## src/rtl/seg7_pkg.sv

```systemverilog
// Shared constants, conversion FSM state type and BCD-to-segment decoding
// for the multiplexed seven-segment display driver.
package seg7_pkg;

  // Segment patterns are {g,f,e,d,c,b,a}, active-low.
  localparam logic [6:0] SEG_0     = 7'b1000000;
  localparam logic [6:0] SEG_1     = 7'b1111001;
  localparam logic [6:0] SEG_2     = 7'b0100100;
  localparam logic [6:0] SEG_3     = 7'b0110000;
  localparam logic [6:0] SEG_4     = 7'b0011001;
  localparam logic [6:0] SEG_5     = 7'b0010010;
  localparam logic [6:0] SEG_6     = 7'b0000010;
  localparam logic [6:0] SEG_7     = 7'b1111000;
  localparam logic [6:0] SEG_8     = 7'b0000000;
  localparam logic [6:0] SEG_9     = 7'b0010000;
  localparam logic [6:0] SEG_DASH  = 7'b0111111;
  localparam logic [6:0] SEG_BLANK = 7'b1111111;

  typedef enum logic [1:0] {
    IDLE   = 2'd0,
    SHIFT  = 2'd1,
    COMMIT = 2'd2
  } conv_state_t;

  // Nibbles 10..15 cannot come out of the converter; show a dash if they ever do.
  function automatic logic [6:0] bcd_to_seg(input logic [3:0] digit);
    case (digit)
      4'd0:    return SEG_0;
      4'd1:    return SEG_1;
      4'd2:    return SEG_2;
      4'd3:    return SEG_3;
      4'd4:    return SEG_4;
      4'd5:    return SEG_5;
      4'd6:    return SEG_6;
      4'd7:    return SEG_7;
      4'd8:    return SEG_8;
      4'd9:    return SEG_9;
      default: return SEG_DASH;
    endcase
  endfunction

endpackage

```

## src/rtl/bin2bcd_seq.sv

```systemverilog
// Sequential binary-to-BCD converter (shift-add-3), one input bit per cycle,
// with an up-front range check that skips the conversion for oversized values.
module bin2bcd_seq
  import seg7_pkg::*;
#(
  parameter int VALUE_W = 14,
  parameter int DIGITS  = 4
) (
  input  logic                  clk,
  input  logic                  reset_n,
  input  logic                  start,
  input  logic [VALUE_W-1:0]    bin,
  output logic                  busy,
  output logic                  done,
  output logic [4*DIGITS-1:0]   bcd,
  output logic                  ovf
);

  localparam int          CNT_W   = (VALUE_W > 1) ? $clog2(VALUE_W) : 1;
  localparam logic [63:0] MAX_VAL = 64'(10**DIGITS - 1);

  conv_state_t         state_q, state_d;
  logic [VALUE_W-1:0]  shreg_q;
  logic [4*DIGITS-1:0] scratch_q, scratch_adj;
  logic [CNT_W-1:0]    cnt_q;
  logic                ovf_pend_q;
  logic                too_big;

  assign too_big = 64'(bin) > MAX_VAL;

  // NOTE: sequential state uses <= so every register samples pre-edge values.
  always_ff @(posedge clk or negedge reset_n) begin
    if (!reset_n) state_q <= IDLE;
    else          state_q <= state_d;
  end

  // NOTE: the default assignment first keeps every path assigned, so no latch.
  always_comb begin
    state_d = state_q;
    case (state_q)
      IDLE:    if (start) state_d = too_big ? COMMIT : SHIFT;
      SHIFT:   if (cnt_q == '0) state_d = COMMIT;
      COMMIT:  state_d = IDLE;
      default: state_d = IDLE;
    endcase
  end

  always_comb begin
    busy = (state_q != IDLE);
    done = (state_q == COMMIT);
  end

  // Pre-shift correction: any nibble >= 5 would become >= 10 after doubling.
  always_comb begin
    scratch_adj = scratch_q;
    for (int d = 0; d < DIGITS; d++) begin
      if (scratch_q[4*d +: 4] >= 4'd5)
        scratch_adj[4*d +: 4] = scratch_q[4*d +: 4] + 4'd3;
    end
  end

  always_ff @(posedge clk or negedge reset_n) begin
    if (!reset_n) begin
      shreg_q    <= '0;
      scratch_q  <= '0;
      cnt_q      <= '0;
      ovf_pend_q <= 1'b0;
    end else begin
      case (state_q)
        IDLE: begin
          if (start) begin
            shreg_q    <= bin;
            scratch_q  <= '0;
            cnt_q      <= CNT_W'(VALUE_W - 1);
            ovf_pend_q <= too_big;
          end
        end
        SHIFT: begin
          scratch_q <= {scratch_adj[4*DIGITS-2:0], shreg_q[VALUE_W-1]};
          shreg_q   <= shreg_q << 1;
          cnt_q     <= cnt_q - CNT_W'(1);
        end
        default: ;
      endcase
    end
  end

  assign bcd = scratch_q;
  assign ovf = ovf_pend_q;

endmodule

```

## src/rtl/seg7_scan_display.sv

```systemverilog
// Multi-digit common-anode seven-segment driver: converts a loaded binary value
// to BCD and time-multiplexes the digits with optional leading-zero blanking.
module seg7_scan_display
  import seg7_pkg::*;
#(
  parameter int DIGITS      = 4,
  parameter int VALUE_W     = 14,
  parameter int REFRESH_DIV = 50000
) (
  input  logic                clk,
  input  logic                reset_n,
  input  logic [VALUE_W-1:0]  value,
  input  logic                load,
  input  logic                blank_lz,
  output logic [6:0]          seg,
  output logic [DIGITS-1:0]   an,
  output logic                busy,
  output logic                overflow
);

  localparam int PRE_W = $clog2(REFRESH_DIV);
  localparam int IDX_W = (DIGITS > 1) ? $clog2(DIGITS) : 1;

  logic                conv_busy, conv_done, conv_ovf;
  logic [4*DIGITS-1:0] conv_bcd, disp_q;
  logic                overflow_q;
  logic [PRE_W-1:0]    pre_q;
  logic [IDX_W-1:0]    idx_q;
  logic [DIGITS-1:0]   zero_from;
  logic                lz_run;
  logic [3:0]          cur_digit;
  logic [6:0]          seg_d;
  logic [DIGITS-1:0]   an_d;

  bin2bcd_seq #(
    .VALUE_W (VALUE_W),
    .DIGITS  (DIGITS)
  ) u_conv (
    .clk     (clk),
    .reset_n (reset_n),
    .start   (load),
    .bin     (value),
    .busy    (conv_busy),
    .done    (conv_done),
    .bcd     (conv_bcd),
    .ovf     (conv_ovf)
  );

  // Display updates only on the converter's commit cycle, so it never shows
  // a half-converted number. On overflow the old digits are kept but hidden.
  // NOTE: the display register is reset too, so a reset always shows zeros.
  always_ff @(posedge clk or negedge reset_n) begin
    if (!reset_n) begin
      disp_q     <= '0;
      overflow_q <= 1'b0;
    end else if (conv_done) begin
      overflow_q <= conv_ovf;
      if (!conv_ovf) disp_q <= conv_bcd;
    end
  end

  always_ff @(posedge clk or negedge reset_n) begin
    if (!reset_n) begin
      pre_q <= '0;
      idx_q <= '0;
    end else if (pre_q == PRE_W'(REFRESH_DIV - 1)) begin
      pre_q <= '0;
      idx_q <= (idx_q == IDX_W'(DIGITS - 1)) ? '0 : idx_q + IDX_W'(1);
    end else begin
      pre_q <= pre_q + PRE_W'(1);
    end
  end

  // zero_from[i] is set when digit i and every more-significant digit are zero.
  always_comb begin
    zero_from = '0;
    lz_run    = 1'b1;
    for (int i = DIGITS - 1; i >= 0; i--) begin
      lz_run       = lz_run & (disp_q[4*i +: 4] == 4'd0);
      zero_from[i] = lz_run;
    end
    cur_digit   = disp_q[4*idx_q +: 4];
    an_d        = '1;
    an_d[idx_q] = 1'b0;
    if (overflow_q)
      seg_d = SEG_DASH;
    else if (blank_lz && (idx_q != '0) && zero_from[idx_q])
      seg_d = SEG_BLANK;
    else
      seg_d = bcd_to_seg(cur_digit);
  end

  always_ff @(posedge clk or negedge reset_n) begin
    if (!reset_n) begin
      seg <= SEG_BLANK;
      an  <= '1;
    end else begin
      seg <= seg_d;
      an  <= an_d;
    end
  end

  assign busy     = conv_busy;
  assign overflow = overflow_q;

endmodule

```

## config.mk

```make
export PLATFORM = sky130hd
export DESIGN_NAME = seg7_scan_display
export DESIGN_NICKNAME = d
export VERILOG_FILES = /design/src/rtl/seg7_pkg.sv /design/src/rtl/bin2bcd_seq.sv /design/src/rtl/seg7_scan_display.sv
export SDC_FILE = /design/constraint.sdc
export NUM_CORES = 1
export LEC_CHECK = 0
export ABC_AREA = 1
export CORE_MARGIN = 5
export CORE_UTILIZATION = 35
export DETAILED_ROUTE_END_ITERATION = 8
export SLEW_MARGIN = 20
export SYNTH_ARGS = -nofsm -noshare
export SYNTH_HDL_FRONTEND = slang
export SYNTH_SLANG_ARGS = --single-unit
```

## constraint.sdc

```tcl
create_clock -name clk -period 1.56 [get_ports clk]
set_clock_uncertainty 0.05 [all_clocks]
set_input_delay 0.234 -clock clk [delete_from_list [all_inputs] [get_ports clk]]
set_output_delay 0.234 -clock clk [all_outputs]
set_load 0.1 [all_outputs]
```

==> out/qor.yml, run 1 <==
yosys:
  synth_warnings: 0
  yosys_register_bits: 83
  netlist_instances: 515
  async_reset_ff_frac: 1.00
  ys_seq_area_frac: 0.481
  synth_top_area_cell: "dfrtp_1"
  synth_cell_types: 36
  syn_nets: 552
  synthTopCellsByArea: "dfrtp_1, nand2_1, dfstp_2"
  synth_edf_count: 0
  synth_ff_type: "dfrtp_1"
  synth.avg_cell_area_um2: 8.43
  synth_top_area_frac: 0.415
  syn_area_mm2: 0.00434
sta:
  maxSlewHeadroom: 0.747
  drv_slew: 0
  post-route-min-period_ps: 1520
  min_period_over_period: 0.974
  worst_pin_slew_ps: 379
  fin_worst_hold_slack_ps: 376
  fmax_mhz: 658
  hold_viol: 0
  finalSetupViolCount: 0
  grt_setup_unrepaired: "yes"
global_routing:
  grt_overflow: 0
  grt_util_met1: 0.165
  grt_max_degree: 54
  grt_util_met3: 0.0252
  busiest_layer: "met2"
  first_global_vias: 3358
  grt_antenna_before_repair: 0
  grt_util_all_layers: 0.128
  grt_pass1_wl_um: 15100
  use_met2: 0.203
clocking:
  cts_buffer_depth: 2
  clk_latency_ps: 340
  cts_root_buf: "clkbuf_16"
  cts_tree: "built"
  clock-sinks: 83
  ctsHtreeMaxLevel: 3
  cts-buffers-inserted: 9
  clk_pin_slew_ps: 60
critical_path:
  path_max_fanout: 5
  slowest_delay_ps: 440
  worstSetupEndpointType: "register"
  crit_arrival_ps: 1730
  path_class: "reg2reg"
  slowest_stage: "dfrtp_2"
  cp_common_cell: "nand3_1"
  required_ps: 1770
  startpoint_type: "register"
  crit_path_cell_trace: "buf_6 -> nand2_2 -> nand3_2 -> nand2_4 -> buf_12 -> ha_4 -> nand3_1 -> nand3_1 -> nand4_1"
  reg2reg_depth: 9
min_path:
  hold_path.class: "in2async"
power:
  finalPower_uw: 9080
  sw_frac_of_total: 0.387
  p_int_uw: 5570
  p_per_area_mw_per_mm2: 1620
  p_seq_frac: 0.341
  combPwrFrac: 0.422
  peakVddDrop_v: 0.00120
  leakage_uw: 0.00260
  power.switching_uw: 3510
  pwr-share-clk: 0.237
route:
  via_per_inst: 4.60
  drcViolationCount: 0
  vias: 3457
  ant_nets: 0
  drt_iter0_markers: 205
  drt_wl_total_um: 8700
  wl_per_cell_um: 11.6
  dr.pass1.iters: 4
final_layout:
  area_growth_pct: 29.1
  post-route-cell-area_mm2: 0.00561
  final_cells: 752
  final_nets: 616
  layout_commonest_cell: "nand2_1"
  fin_util: 0.463
  layout_common_cells: "nand2_1, dfrtp_1, inv_1"
  final_layout_size_suffix_gt1_frac: 0.229
  diodes: 0
floorplan:
  die-area_mm2: 0.0147
  io_pins: 31
  fp.dieW_um: 121
  coreArea_mm2: 0.0121
  dieHeight_um: 121
  start_util: 0.359
  rows: 40
place:
  place_area_mm2: 0.00504
  place_inst: 718
  place_congestion: 0.836
  dp_hpwl_um: 6290
  port_buffers: 30
flow_run:
  maxCapViolations: 0
outcome:
  status: "finished, final reports clean"
cells by family after synthesis:
kind of cell | Yosys count | share of synthesized area
adders and majority gates | 19 | 0.0547
AOI/OAI and AO/OA | 75 | 0.105
and+or+nand+nor | 239 | 0.254
buffers and inverters | 91 | 0.0893
xor gates and xnor gates | 8 | 0.0161
DFF | 83 | 0.481
layer usage:
layer  share of wire  wire length, µm
met1            0.49             4230
met2            0.46             3980
met3           0.032              281
met4           0.024              209
met5               0                0
timing repair:
action                                  4_1_cts  5_1_grt
hold buffers                                  1        0
pin swaps                                     1       16
gates resized for setup                       2       39
endpoints found under the setup margin        3       19
buffers inserted                              1       14
cloned                                        0        2
endpoints found under the hold margin        72        0
metrics by stage:
stage	setup WS [ps]	TNS [ps]
after floorplan	44.2	0
after global placement	22.9	0
after detailed placement	-18.7	-34.5
after CTS	2.71	0
after global routing	-59.8	-218
final	40.0	0
power groups by stage:
stage                     Combinational (µW)  Clock [µW]  Sequential (µW)
after floorplan                         1960           0             3630
after global placement                  3480           0             3120
after detailed placement                3530           0             3130
after CTS                               3560        2230             3100
after global routing                    4250        2310             3160
final                                   3830        2150             3100
registers in the layout (all words and copies together), names as in the netlist:
register	cells
disp_q	16
pre_q	16
u_conv.bcd	16
u_conv.shreg_q	14
seg	7
an	4
u_conv.cnt_q	4
idx_q	2
u_conv.state_q	2
overflow	1
u_conv.ovf	1
final timing paths:
| path | startpoint | end | slack, ps |
|---|---|---|---|
| max | idx_q[0] | seg[3] | 40 |
| min | reset_n | pre_q[0] | 380 |
| max reg2reg | idx_q[0] | seg[3] | 40 |
| min reg2reg | pre_q[0] | pre_q[0] | 420 |
| max in group asynchronous | reset_n | seg[6] | 720 |
| min in group clk | value[0] | u_conv.shreg_q[0] | 420 |
synth_stat cells, types with 6 or more instances:
cell type	n
o21ai_1	13
o21ai_0	26
inv_1	71
nand2_2	6
nor2_1	55
nand3_1	29
ha_1	19
nand4_1	9
dfrtp_1	72
inv_2	7
dfstp_2	11
o221ai_1	9
o211ai_1	7
a21oi_1	8
nand2_1	118
xor2_1	8
layout make-up:
class,instances,area (µm²)
flip-flops and latches,83,2090
fillers,1206,6510
inverters,80,313
clock buffers,12,256
repair inverters,1,5.00
repair buffers,63,721
well taps,168,210
multi-input cells,341,1960
clock inverters,4,48.8
critical path, delay by kind of cell, from the launching register on:
kind | cells | cell delay, ps
flip-flops | 1 | 440
AND/OR/NAND/NOR | 6 | 440
buffers and inverters | 2 | 270
adder cells (fa/ha/maj) | 1 | 240
(Power assumes the default switching activity.)
==> run 2, diff against run 1 <==
--- a/config.mk
+++ b/config.mk
@@ -13,3 +13,4 @@
 export SYNTH_ARGS = -nofsm -noshare
 export SYNTH_HDL_FRONTEND = slang
 export SYNTH_SLANG_ARGS = --single-unit
+export TNS_END_PERCENT = 20
==> constraint.sdc (replaced) <==
create_clock -name clk -period 1.6 [get_ports clk]
set_clock_uncertainty 0.05 [all_clocks]
set_input_delay 0.24 -clock clk [delete_from_list [all_inputs] [get_ports clk]]
set_output_delay 0.24 -clock clk [all_outputs]
set_load 0.1 [all_outputs]
==> out/qor.yml, run 2 (synthesis gave the netlist of run 1 again) <==
critical_path:
  startpoint_type: "register"
  reg2reg_from: "idx_q[0]"
  worstSetupEndpointType: "register"
  reg2reg_depth: 10
  critPathLaunch: "idx_q[0]"
  r2r_slack_ps: 70
  required_ps: 1800
  r2r-end: "seg[5]"
  path_class: "reg2reg"
  critPathCapture: "seg[5]"
  crit_arrival_ps: 1730
  path_max_fanout: 7
sta:
  hold_viol: 0
  maxSlewHeadroom: 0.702
  post-route-min-period_ps: 1530
  drv_slew: 0
  worst_pin_slew_ps: 447
  fmax_mhz: 652
  min_period_over_period: 0.958
  grt_setup_unrepaired: "yes"
  finalSetupViolCount: 0
global_routing:
  first_global_vias: 3481
  grt_util_all_layers: 0.129
  grt_pass1_wl_um: 15400
  grt_antenna_before_repair: 0
  grt_overflow: 0
  grt_max_degree: 40
place:
  place_inst: 717
  dp_hpwl_um: 6360
  port_buffers: 30
  place_area_mm2: 0.00503
  place_congestion: 0.871
final_layout:
  regArea_mm2: 0.00209
  final_cells: 742
  final_layout_size_suffix_gt1_frac: 0.195
  final_nets: 606
  area_growth_pct: 25.2
  fillers: 1194
  diodes: 0
  post-route-cell-area_mm2: 0.00544
  layout_commonest_cell: "nand2_1"
  layout_common_cells: "nand2_1, dfrtp_1, inv_1"
  multi_input_area_mm2: 0.00192
route:
  vias: 3410
  dr.pass1.iters: 4
  wl_per_cell_um: 11.9
  drt_wl_total_um: 8800
  drt_iter0_markers: 221
  via_per_inst: 4.60
  drcViolationCount: 0
  ant_nets: 0
flow_run:
  maxCapViolations: 0
power:
  p_int_uw: 5080
  sw_frac_of_total: 0.401
  power.switching_uw: 3400
  p_per_area_mw_per_mm2: 1560
  combPwrFrac: 0.426
  peakVddDrop_v: 0.00136
  pwr-share-clk: 0.219
  leakage_uw: 0.00253
  finalPower_uw: 8480
  p_seq_frac: 0.356
floorplan:
  fp.dieW_um: 121
  dieHeight_um: 121
  coreArea_mm2: 0.0121
  io_pins: 31
  die-area_mm2: 0.0147
  start_util: 0.359
  rows: 40
clocking:
  ctsHtreeMaxLevel: 3
  cts_buffer_depth: 2
  cts_tree: "built"
  clk_latency_ps: 340
  clock-sinks: 83
  clk_pin_slew_ps: 60
  cts-buffers-inserted: 9
  cts_root_buf: "clkbuf_16"
min_path:
  hold_path.class: "in2async"
outcome:
  status: "finished, final reports clean"
run 2: per-layer routing:
layer  wire length (µm)  GRT usage  part of all wire
met5                  0          0                 0
met4                143     0.0434             0.016
met3                360     0.0406             0.041
met1               4250      0.169              0.48
met2               4040      0.200              0.46
run 2: worst min path at each step:
stage	from	end	slack (ps)	cells past startpoint
6_report	reset_n	pre_q[2]	350	2
3_3_place_gp	reset_n	pre_q[3]	160	1
5_1_grt	reset_n	pre_q[4]	400	2
2_1_floorplan	reset_n	disp_q[0]	-110	0
3_5_place_dp	reset_n	pre_q[3]	170	1
4_1_cts	reset_n	pre_q[3]	350	2
run 2: critical path, stage by stage (launching register included):
cell,delay [ps]
dfrtp_1,420
buf_6,150
nand2_1,70
nand3_2,100
nand2_4,110
inv_2,50
ha_1,190
inv_1,60
nand3_2,90
nand3_2,80
nand4_1,80
run 2: power groups by stage:
stage	clock, µW	sequential, µW	combinational (µW)
after floorplan	0	3540	1910
after global placement	0	3040	3420
after detailed placement	0	3050	3480
after CTS	1920	3020	3490
after global routing	1990	3090	4010
final	1850	3020	3610
run 2: what timing repair did:
item / in CTS / in global routing
gates resized for setup: 0 / 24
buffers inserted: 0 / 8
pin swaps: 1 / 4
endpoints found under the hold margin: 19 / 0
hold buffers: 1 / 0
setup endpoints to repair: 1 / 14
run 2: metrics by stage:
step | utilization | TNS [ps] | hold slack, ps | setup WS [ps]
CTS | 0.438 | 0 | 353 | 0.895
global placement | 0.416 | 0 | 164 | 46.2
finish | 0.449 | 0 | 352 | 67.2
detailed placement | 0.416 | 0 | 175 | 8.02
floorplan | - | 0 | -106 | 84.2
global route | 0.449 | -173 | 402 | -68.4
run 2: area by class of cell:
class | count | share of cell area
Sequential cell | 83 | 0.385
Multi-Input combinational cell | 341 | 0.354
Timing Repair Buffer | 54 | 0.117
Inverter | 80 | 0.0571
Clock buffer | 11 | 0.0428
Tap cell | 168 | 0.0387
Clock inverter | 5 | 0.00552
